## src/rtl/komandara_axi4_burst_master.sv

```systemverilog
// Command-driven AXI4 master: one request becomes one INCR burst; one transaction in flight.
// Optional 4 KiB boundary rejection is enabled by defining KOMANDARA_AXI4_MST_4K_CHECK_EN.
module komandara_axi4_burst_master #(
  parameter int unsigned ADDR_WIDTH = 32,
  parameter int unsigned DATA_WIDTH = 32,
  parameter int unsigned ID_WIDTH   = 4
) (
  input  logic                    clk_i,
  input  logic                    rst_ni,
  input  logic                    cmd_valid_i,
  output logic                    cmd_ready_o,
  input  logic                    cmd_write_i,
  input  logic [ADDR_WIDTH-1:0]   cmd_addr_i,
  input  logic [7:0]              cmd_len_i,
  input  logic [ID_WIDTH-1:0]     cmd_id_i,
  input  logic [DATA_WIDTH-1:0]   wr_data_i,
  input  logic [DATA_WIDTH/8-1:0] wr_strb_i,
  input  logic                    wr_valid_i,
  output logic                    wr_ready_o,
  output logic [DATA_WIDTH-1:0]   rd_data_o,
  output logic                    rd_last_o,
  output logic                    rd_valid_o,
  input  logic                    rd_ready_i,
  output logic                    done_o,
  output logic [1:0]              done_resp_o,
  output logic [ID_WIDTH-1:0]     m_axi_awid,
  output logic [ADDR_WIDTH-1:0]   m_axi_awaddr,
  output logic [7:0]              m_axi_awlen,
  output logic [2:0]              m_axi_awsize,
  output logic [1:0]              m_axi_awburst,
  output logic                    m_axi_awvalid,
  input  logic                    m_axi_awready,
  output logic [DATA_WIDTH-1:0]   m_axi_wdata,
  output logic [DATA_WIDTH/8-1:0] m_axi_wstrb,
  output logic                    m_axi_wlast,
  output logic                    m_axi_wvalid,
  input  logic                    m_axi_wready,
  input  logic [ID_WIDTH-1:0]     m_axi_bid,
  input  logic [1:0]              m_axi_bresp,
  input  logic                    m_axi_bvalid,
  output logic                    m_axi_bready,
  output logic [ID_WIDTH-1:0]     m_axi_arid,
  output logic [ADDR_WIDTH-1:0]   m_axi_araddr,
  output logic [7:0]              m_axi_arlen,
  output logic [2:0]              m_axi_arsize,
  output logic [1:0]              m_axi_arburst,
  output logic                    m_axi_arvalid,
  input  logic                    m_axi_arready,
  input  logic [ID_WIDTH-1:0]     m_axi_rid,
  input  logic [DATA_WIDTH-1:0]   m_axi_rdata,
  input  logic [1:0]              m_axi_rresp,
  input  logic                    m_axi_rlast,
  input  logic                    m_axi_rvalid,
  output logic                    m_axi_rready
);

  localparam int unsigned OFFS = $clog2(DATA_WIDTH / 8);
  localparam logic [2:0] AX_SIZE = 3'(OFFS);
  localparam logic [ADDR_WIDTH-1:0] ALIGN_MASK = ~ADDR_WIDTH'((1 << OFFS) - 1);

  typedef enum logic [2:0] {S_IDLE, S_AW, S_W, S_B, S_AR, S_R, S_DONE} state_e;

  state_e                state_q, state_d;
  logic [ADDR_WIDTH-1:0] addr_q, addr_d;
  logic [7:0]            len_q, len_d;
  logic [ID_WIDTH-1:0]   id_q, id_d;
  logic [7:0]            beat_cnt_q, beat_cnt_d;
  logic [1:0]            resp_acc_q, resp_acc_d;
  logic                  awvalid_q, awvalid_d;
  logic                  arvalid_q, arvalid_d;
  logic [ADDR_WIDTH-1:0] cmd_addr_aligned;
  logic                  unused_ids;

  // Response IDs are not checked: only one transaction is ever outstanding.
  assign unused_ids       = ^{m_axi_bid, m_axi_rid};
  assign cmd_addr_aligned = cmd_addr_i & ALIGN_MASK;

`ifdef KOMANDARA_AXI4_MST_4K_CHECK_EN
  logic [16:0] span_end;
  logic        crosses_4k;
  assign span_end   = 17'(cmd_addr_aligned[11:0]) + ((17'(cmd_len_i) + 17'd1) << OFFS);
  assign crosses_4k = span_end > 17'd4096;
`endif

  always_comb begin
    state_d     = state_q;
    addr_d      = addr_q;
    len_d       = len_q;
    id_d        = id_q;
    beat_cnt_d  = beat_cnt_q;
    resp_acc_d  = resp_acc_q;
    cmd_ready_o = 1'b0;
    wr_ready_o  = 1'b0;
    m_axi_wvalid = 1'b0;
    m_axi_wlast  = 1'b0;
    m_axi_bready = 1'b0;
    rd_valid_o   = 1'b0;
    m_axi_rready = 1'b0;
    done_o       = 1'b0;
    done_resp_o  = 2'b00;
    unique case (state_q)
      S_IDLE: begin
        cmd_ready_o = 1'b1;
        if (cmd_valid_i) begin
          addr_d     = cmd_addr_aligned;
          len_d      = cmd_len_i;
          id_d       = cmd_id_i;
          beat_cnt_d = cmd_len_i;
          resp_acc_d = 2'b00;
`ifdef KOMANDARA_AXI4_MST_4K_CHECK_EN
          if (crosses_4k) begin
            state_d    = S_DONE;
            resp_acc_d = 2'b10;
          end else
`endif
          begin
            state_d = cmd_write_i ? S_AW : S_AR;
          end
        end
      end
      S_AW: if (m_axi_awready) state_d = S_W;
      S_W: begin
        m_axi_wvalid = wr_valid_i;
        wr_ready_o   = m_axi_wready;
        m_axi_wlast  = (beat_cnt_q == 8'd0);
        if (wr_valid_i && m_axi_wready) begin
          beat_cnt_d = beat_cnt_q - 8'd1;
          if (beat_cnt_q == 8'd0) state_d = S_B;
        end
      end
      S_B: begin
        m_axi_bready = 1'b1;
        if (m_axi_bvalid) begin
          resp_acc_d = m_axi_bresp;
          state_d    = S_DONE;
        end
      end
      S_AR: if (m_axi_arready) state_d = S_R;
      S_R: begin
        rd_valid_o   = m_axi_rvalid;
        m_axi_rready = rd_ready_i;
        // Numeric max ranks DECERR > SLVERR > EXOKAY > OKAY; the slave's rlast ends the burst.
        if (m_axi_rvalid && rd_ready_i) begin
          if (m_axi_rresp > resp_acc_q) resp_acc_d = m_axi_rresp;
          if (m_axi_rlast) state_d = S_DONE;
        end
      end
      S_DONE: begin
        done_o      = 1'b1;
        done_resp_o = resp_acc_q;
        state_d     = S_IDLE;
      end
      default: state_d = S_IDLE;
    endcase
  end

  assign awvalid_d = (state_d == S_AW);
  assign arvalid_d = (state_d == S_AR);

  always_ff @(posedge clk_i or negedge rst_ni) begin
    if (!rst_ni) begin
      state_q    <= S_IDLE;
      addr_q     <= '0;
      len_q      <= '0;
      id_q       <= '0;
      beat_cnt_q <= '0;
      resp_acc_q <= '0;
      awvalid_q  <= 1'b0;
      arvalid_q  <= 1'b0;
    end else begin
      state_q    <= state_d;
      addr_q     <= addr_d;
      len_q      <= len_d;
      id_q       <= id_d;
      beat_cnt_q <= beat_cnt_d;
      resp_acc_q <= resp_acc_d;
      awvalid_q  <= awvalid_d;
      arvalid_q  <= arvalid_d;
    end
  end

  assign m_axi_awid    = id_q;
  assign m_axi_awaddr  = addr_q;
  assign m_axi_awlen   = len_q;
  assign m_axi_awsize  = AX_SIZE;
  assign m_axi_awburst = 2'b01;
  assign m_axi_awvalid = awvalid_q;
  assign m_axi_arid    = id_q;
  assign m_axi_araddr  = addr_q;
  assign m_axi_arlen   = len_q;
  assign m_axi_arsize  = AX_SIZE;
  assign m_axi_arburst = 2'b01;
  assign m_axi_arvalid = arvalid_q;
  assign m_axi_wdata   = wr_data_i;
  assign m_axi_wstrb   = wr_strb_i;
  assign rd_data_o     = m_axi_rdata;
  assign rd_last_o     = m_axi_rlast;

endmodule
```

## config.mk

```make
export PLATFORM = sky130hd
export DESIGN_NAME = komandara_axi4_burst_master
export DESIGN_NICKNAME = d
export VERILOG_FILES = /design/src/rtl/komandara_axi4_burst_master.sv
export SDC_FILE = /design/constraint.sdc
export NUM_CORES = 1
export LEC_CHECK = 0
export CORE_MARGIN = 10
export CORE_UTILIZATION = 32
export CTS_CLUSTER_DIAMETER = 30
export DETAILED_ROUTE_END_ITERATION = 10
export PLACE_DENSITY = 0.81
export SYNTH_ARGS = -nofsm -noshare
export SYNTH_HDL_FRONTEND = slang
export SYNTH_SLANG_ARGS = --single-unit
```

## constraint.sdc

```tcl
create_clock -name clk_i -period 1.9 [get_ports clk_i]
set_input_delay 0.38 -clock clk_i [delete_from_list [all_inputs] [get_ports clk_i]]
set_output_delay 0.38 -clock clk_i [all_outputs]
set_load 0.01 [all_outputs]
```

# Yosys cells after proc, flatten, opt, wreduce, memory -nomap -nowiden
# Index checks and enable logic that the tools add are counted.
[totals]
regBits = 57
latch_bits = 0
mem_bits_rw = 0
mem_bits_ro = 0
input_bits = 136
word_cells = 59
n_memories = 0
[op_classes]
add_sub_neg = 1
mul = 0
div_mod_pow = 0
order_cmp = 1
eq_ne = 13
n_shift = 0
n_mux = 27
bitwise_logic = 0
reduce_logical = 9
[ops]
columns = ["cell", "count"]
rows = [
  ["$mux 3", 9],
  ["$pmux 3 s6", 1],
  ["$mux 8", 2],
  ["$pmux 8 s2", 1],
  ["$eq 3x3->1 const B", 4],
  ["$mux 2", 5],
  ["$ne 2x2->1 const B", 5],
  ["$logic_not 8->1", 1],
  ["$mux 1", 8],
  ["$sub 8x1->8 const B", 1],
  ["$eq 3x1->1 const B", 2],
  ["$eq 3x2->1 const B", 2],
  ["$pmux 2 s3", 1],
  ["$reduce_and 5->1", 1],
  ["$logic_not 3->1", 1],
  ["$reduce_and 3->1", 1],
  ["$reduce_bool 3->1", 1],
  ["$gt 2x2->1", 1],
  ["$logic_and 1x1->1", 2],
  ["$reduce_and 2->1", 1],
  ["$reduce_bool 2->1", 1],
]

# Logic depth before layout (Yosys ltp)
[logic_depth]
ltp_word = 5
ltp_mapped = 6
depth_no_buf = 6

# Worst setup path after synthesis
# OpenSTA, ideal clock, no wires.
[synth_path]
path_type = "register to output"
start = "register beat_cnt_q[0]"
end = "output m_axi_wlast"
t_arrival_ns = 1.227
t_required_ns = 1.520
slack_ns = 0.293
path_stages_with_launch = 6
path_buffers = 0
cell_sequence = "dfrtp_1 > inv_1 > ha_1 > nor3b_1 > nand4_1 > inv_1"
[synth_between]
elab_chain_cells = 2
[synth_rtl]
columns = ["item", "line", "text"]
rows = [
  ["from (decl)", "67", "logic [7:0] beat_cnt_q, beat_cnt_d;"],
  ["from (signal assigned)", "175", "beat_cnt_q <= beat_cnt_d;"],
  ["$logic_not 8->1", "125", "m_axi_wlast = (beat_cnt_q == 8'd0);"],
  ["$mux 1", "101", "unique case (state_q)"],
  ["to (decl)", "35", "output logic m_axi_wlast,"],
]
# Every way passes these cells.

# Final worst setup path
[layout_path]
start = "register state_q[0]"
end = "output m_axi_wlast"
[layout_between]
elab_chain_cells = 2
[layout_rtl]
columns = ["item", "line", "text"]
rows = [
  ["from (decl)", "63", "state_e state_q, state_d;"],
  ["from (signal assigned)", "171", "state_q <= state_d;"],
  ["$eq 3x2->1", "101", ""],
  ["$mux 1", "101", ""],
]
# Every way passes these cells.

==> impl_metrics.toml <==
[outcome]
outcome = "finished with violations"
violations = "negative setup slack"

[route]
wl_um = 9612
antenna_left = 0
vias = 2438
drt-wirelength-per-cell_um = 17.54
route.detailed.drc = 0
drtPass1Iterations = 4
dr.first_iter.drc_count = 105
via_per_inst = 4.449

[setup_path]
worstPathArrival_ns = 1.53
path_common_cell = "buf_6"
critPathMaxStageDelay_ns = 0.43
rrSetupSlack_ns = 0.12
reg2reg_depth = 7
crit_required_ns = 1.52
timing.rr.end = "beat_cnt_q[4]"
crit_path_start_kind = "flop"
slowest_stage = "dfrtp_2"
reg2reg_from = "state_q[1]"
path_cells = "buf_6 > nor3b_4 > buf_4 > nand4_1 > inv_1 > buf_6"
crit_type = "flop to output port"
crit_path_end_kind = "output port"
cp_max_fo = 3

[placed_design]
gp_congestion = 0.8406
postPlaceCellArea_sq_um = 4542
io_buffers = 154
hpwl_um = 7807

[power]
p_comb_frac = 0.551
p_switching_mw = 2.817
pwr_density_cell_nw_per_um2 = 1743
p_int_mw = 5.752
switching_share = 0.3287
leakagePower_nw = 2.095
power.share.clock = 0.177
power_frac_seq = 0.272
peakVddDrop_mv = 0.8146

[floorplan]
coreArea_sq_um = 10980
die_y_um = 126.6
num_rows = 38
die_area_sq_um = 16020
fp.dieW_um = 126.6
start_util = 0.3308
pin_count = 315

[synth]
synth-edff-count = 0
synth_warnings = 0
syn_area_sq_um = 3633
ys_seq_area_frac = 0.3926
async_flop_share = 1.000
synthDominantCellAreaShare = 0.3926
yosysTopAreaCell = "dfrtp_1"
synth_cell_types = 47
syn_avg_cell_area_sq_um = 10.98
synth_area_leaders = "dfrtp_1, buf_4, mux2_2, buf_12, o21ai_0"
ys_ff_latch = 57
synthFlopType = "dfrtp_1"
synthCells = 331

[final_layout]
nNetsFinal = 542
multi_input_area_sq_um = 1165
final_area_sq_um = 4916
ff_latch_area_sq_um = 1429
area_growth_pct = 35.30
final_layout_size_suffix_gt1_frac = 0.2892
fill_cells = 1024
n_antenna_cell = 0

[clock_network]
clockBufferDepth = 2
clk_latency_ns = 0.31
cts_root_buf = "clkbuf_16"
path_clk_slew_ns = 0.05
cts_buffers = 9
cts_sinks = 57
cts-htree-levels = 3
cts_tree = "done"

[sta]
fin_crit_sh = 1.003
setup_tns_ns = -0.005379
max_freq_mhz = 524.8
hold_viol = 0
worst_slack_ns = -0.005379
drv_slew = 0
finalSetupViolations = 1
final.min_clock_period_ns = 1.905
skew_ns = 0.007560
rsz0062_at_grt = "true"
timing.hold.ws_ns = 0.06372

[run]
drv_cap = 0

[grt]
grtUsageTotal = 0.1143
antenna_found_initial = 0
grt_pass1_vias = 2738
grt_max_degree = 58
grt.overflow.total = 0
grt_pass1_wl_um = 14920

[min_path]
hold_path.class = "input port to asynchronous set/reset pin"
synthesized netlist by cell type (2+ instances only):
cell type    n
dfrtp_1     57
buf_6        5
a21oi_1      6
o21ai_0     13
nor3_1       3
a32oi_1      2
nor3b_1      2
ha_1         3
mux2_2      42
buf_4      126
a2bb2oi_1    2
nand2_1      8
a21oi_2      2
nand4_1      2
and3b_1      2
nor2b_1      2
and2_1       4
nor2_1       7
o211ai_1     2
buf_12       4
inv_1       10
conb_1       2
state kept, by name, summed over array words and instances (netlist names):
| name | flops |
|---|---|
| resp_acc_q | 2 |
| m_axi_arlen | 8 |
| beat_cnt_q | 8 |
| m_axi_arid | 4 |
| state_q | 3 |
| m_axi_araddr | 30 |
| m_axi_awvalid | 1 |
| m_axi_arvalid | 1 |
power by group through the flow:
stage	sequential [mW]	clock [mW]	combinational (mW)
2_1_floorplan	2.47	0	2.65
3_3_place_gp	2.30	0	4.52
3_5_place_dp	2.35	0	4.63
4_1_cts	2.34	1.57	4.74
5_1_grt	2.43	1.63	5.08
6_report	2.33	1.52	4.73
critical path: cells and delay by family, from the launching register on:
family | cells | cell delay (ns)
DFF | 1 | 0.43
buffers and inverters | 4 | 0.47
and+or+nand+nor | 2 | 0.32
cell usage in the layout (no fill, tap or decap), types with 6 or more instances in the layout:
| cell type | synthesis | final |
|---|---|---|
| clkdlybuf4s50_1 | 0 | 143 |
| conb_1 | 2 | 14 |
| nand2_1 | 8 | 8 |
| dfrtp_1 | 57 | 55 |
| inv_1 | 10 | 8 |
| a21oi_1 | 6 | 6 |
| mux2_2 | 42 | 42 |
| buf_4 | 126 | 23 |
| o21ai_0 | 13 | 13 |
| clkbuf_16 | 0 | 9 |
| nor2_1 | 7 | 7 |
| buf_6 | 5 | 7 |
per-stage QoR:
step	power (mW)	utilization	instances	setup slack [ns]
finish	8.569	0.4476	548	-0.005379
CTS	8.658	0.4457	547	-0.1504
floorplan	5.126	-	343	0.2925
detailed placement	6.978	0.4135	525	-0.2347
global route	9.143	0.4476	548	-0.07943
global placement	6.824	0.4135	525	-0.1683
layout make-up:
type	instances	share of cell area
Timing Repair Buffer	185	0.3693
Sequential cell	57	0.2907
Multi-Input combinational cell	140	0.2370
Clock buffer	14	0.05778
Tap cell	140	0.03563
Inverter	10	0.007636
Clock inverter	2	0.002036
logic make-up (layout without fill, tap and decap cells):
| logic type | Yosys count | in the layout | share of synthesized area |
|---|---|---|---|
| multiplexers | 44 | 44 | 0.1371 |
| other | 2 | 14 | 0.002067 |
| AND/OR/NAND/NOR | 41 | 41 | 0.07231 |
| AO/OA/AOI/OAI | 38 | 38 | 0.07611 |
| buffers and inverters | 146 | 211 | 0.3096 |
| adder cells (fa/ha/maj) | 3 | 3 | 0.01033 |
| flip-flops | 57 | 57 | 0.3926 |
routing by layer:
layer	vias up	wire [um]	track usage
met5	-	0	0
met4	0	231	0.05425
met3	26	1102	0.06122
met2	140	4923	0.1993
met1	1150	3355	0.1079
li1	1122	-	-
how the worst max path moves through the flow:
stage | from | to | slack [ns] | cells after the start
floorplan | beat_cnt_q[0] | m_axi_wlast | 0.29 | 5
global placement | beat_cnt_q[0] | m_axi_wlast | -0.17 | 6
detailed placement | beat_cnt_q[0] | m_axi_wlast | -0.23 | 6
CTS | beat_cnt_q[0] | m_axi_wlast | -0.15 | 6
global route | state_q[0] | m_axi_wlast | -0.08 | 6
finish | state_q[0] | m_axi_wlast | -0.005 | 6
repair_timing:
action	CTS	global route
pin swaps	1	3
setup endpoints to repair	10	8
hold buffers	0	0
resized for setup	28	18
buffers inserted	6	2
endpoints found under the hold margin	0	0
No activity file was read; power rests on OpenSTA's default activity.
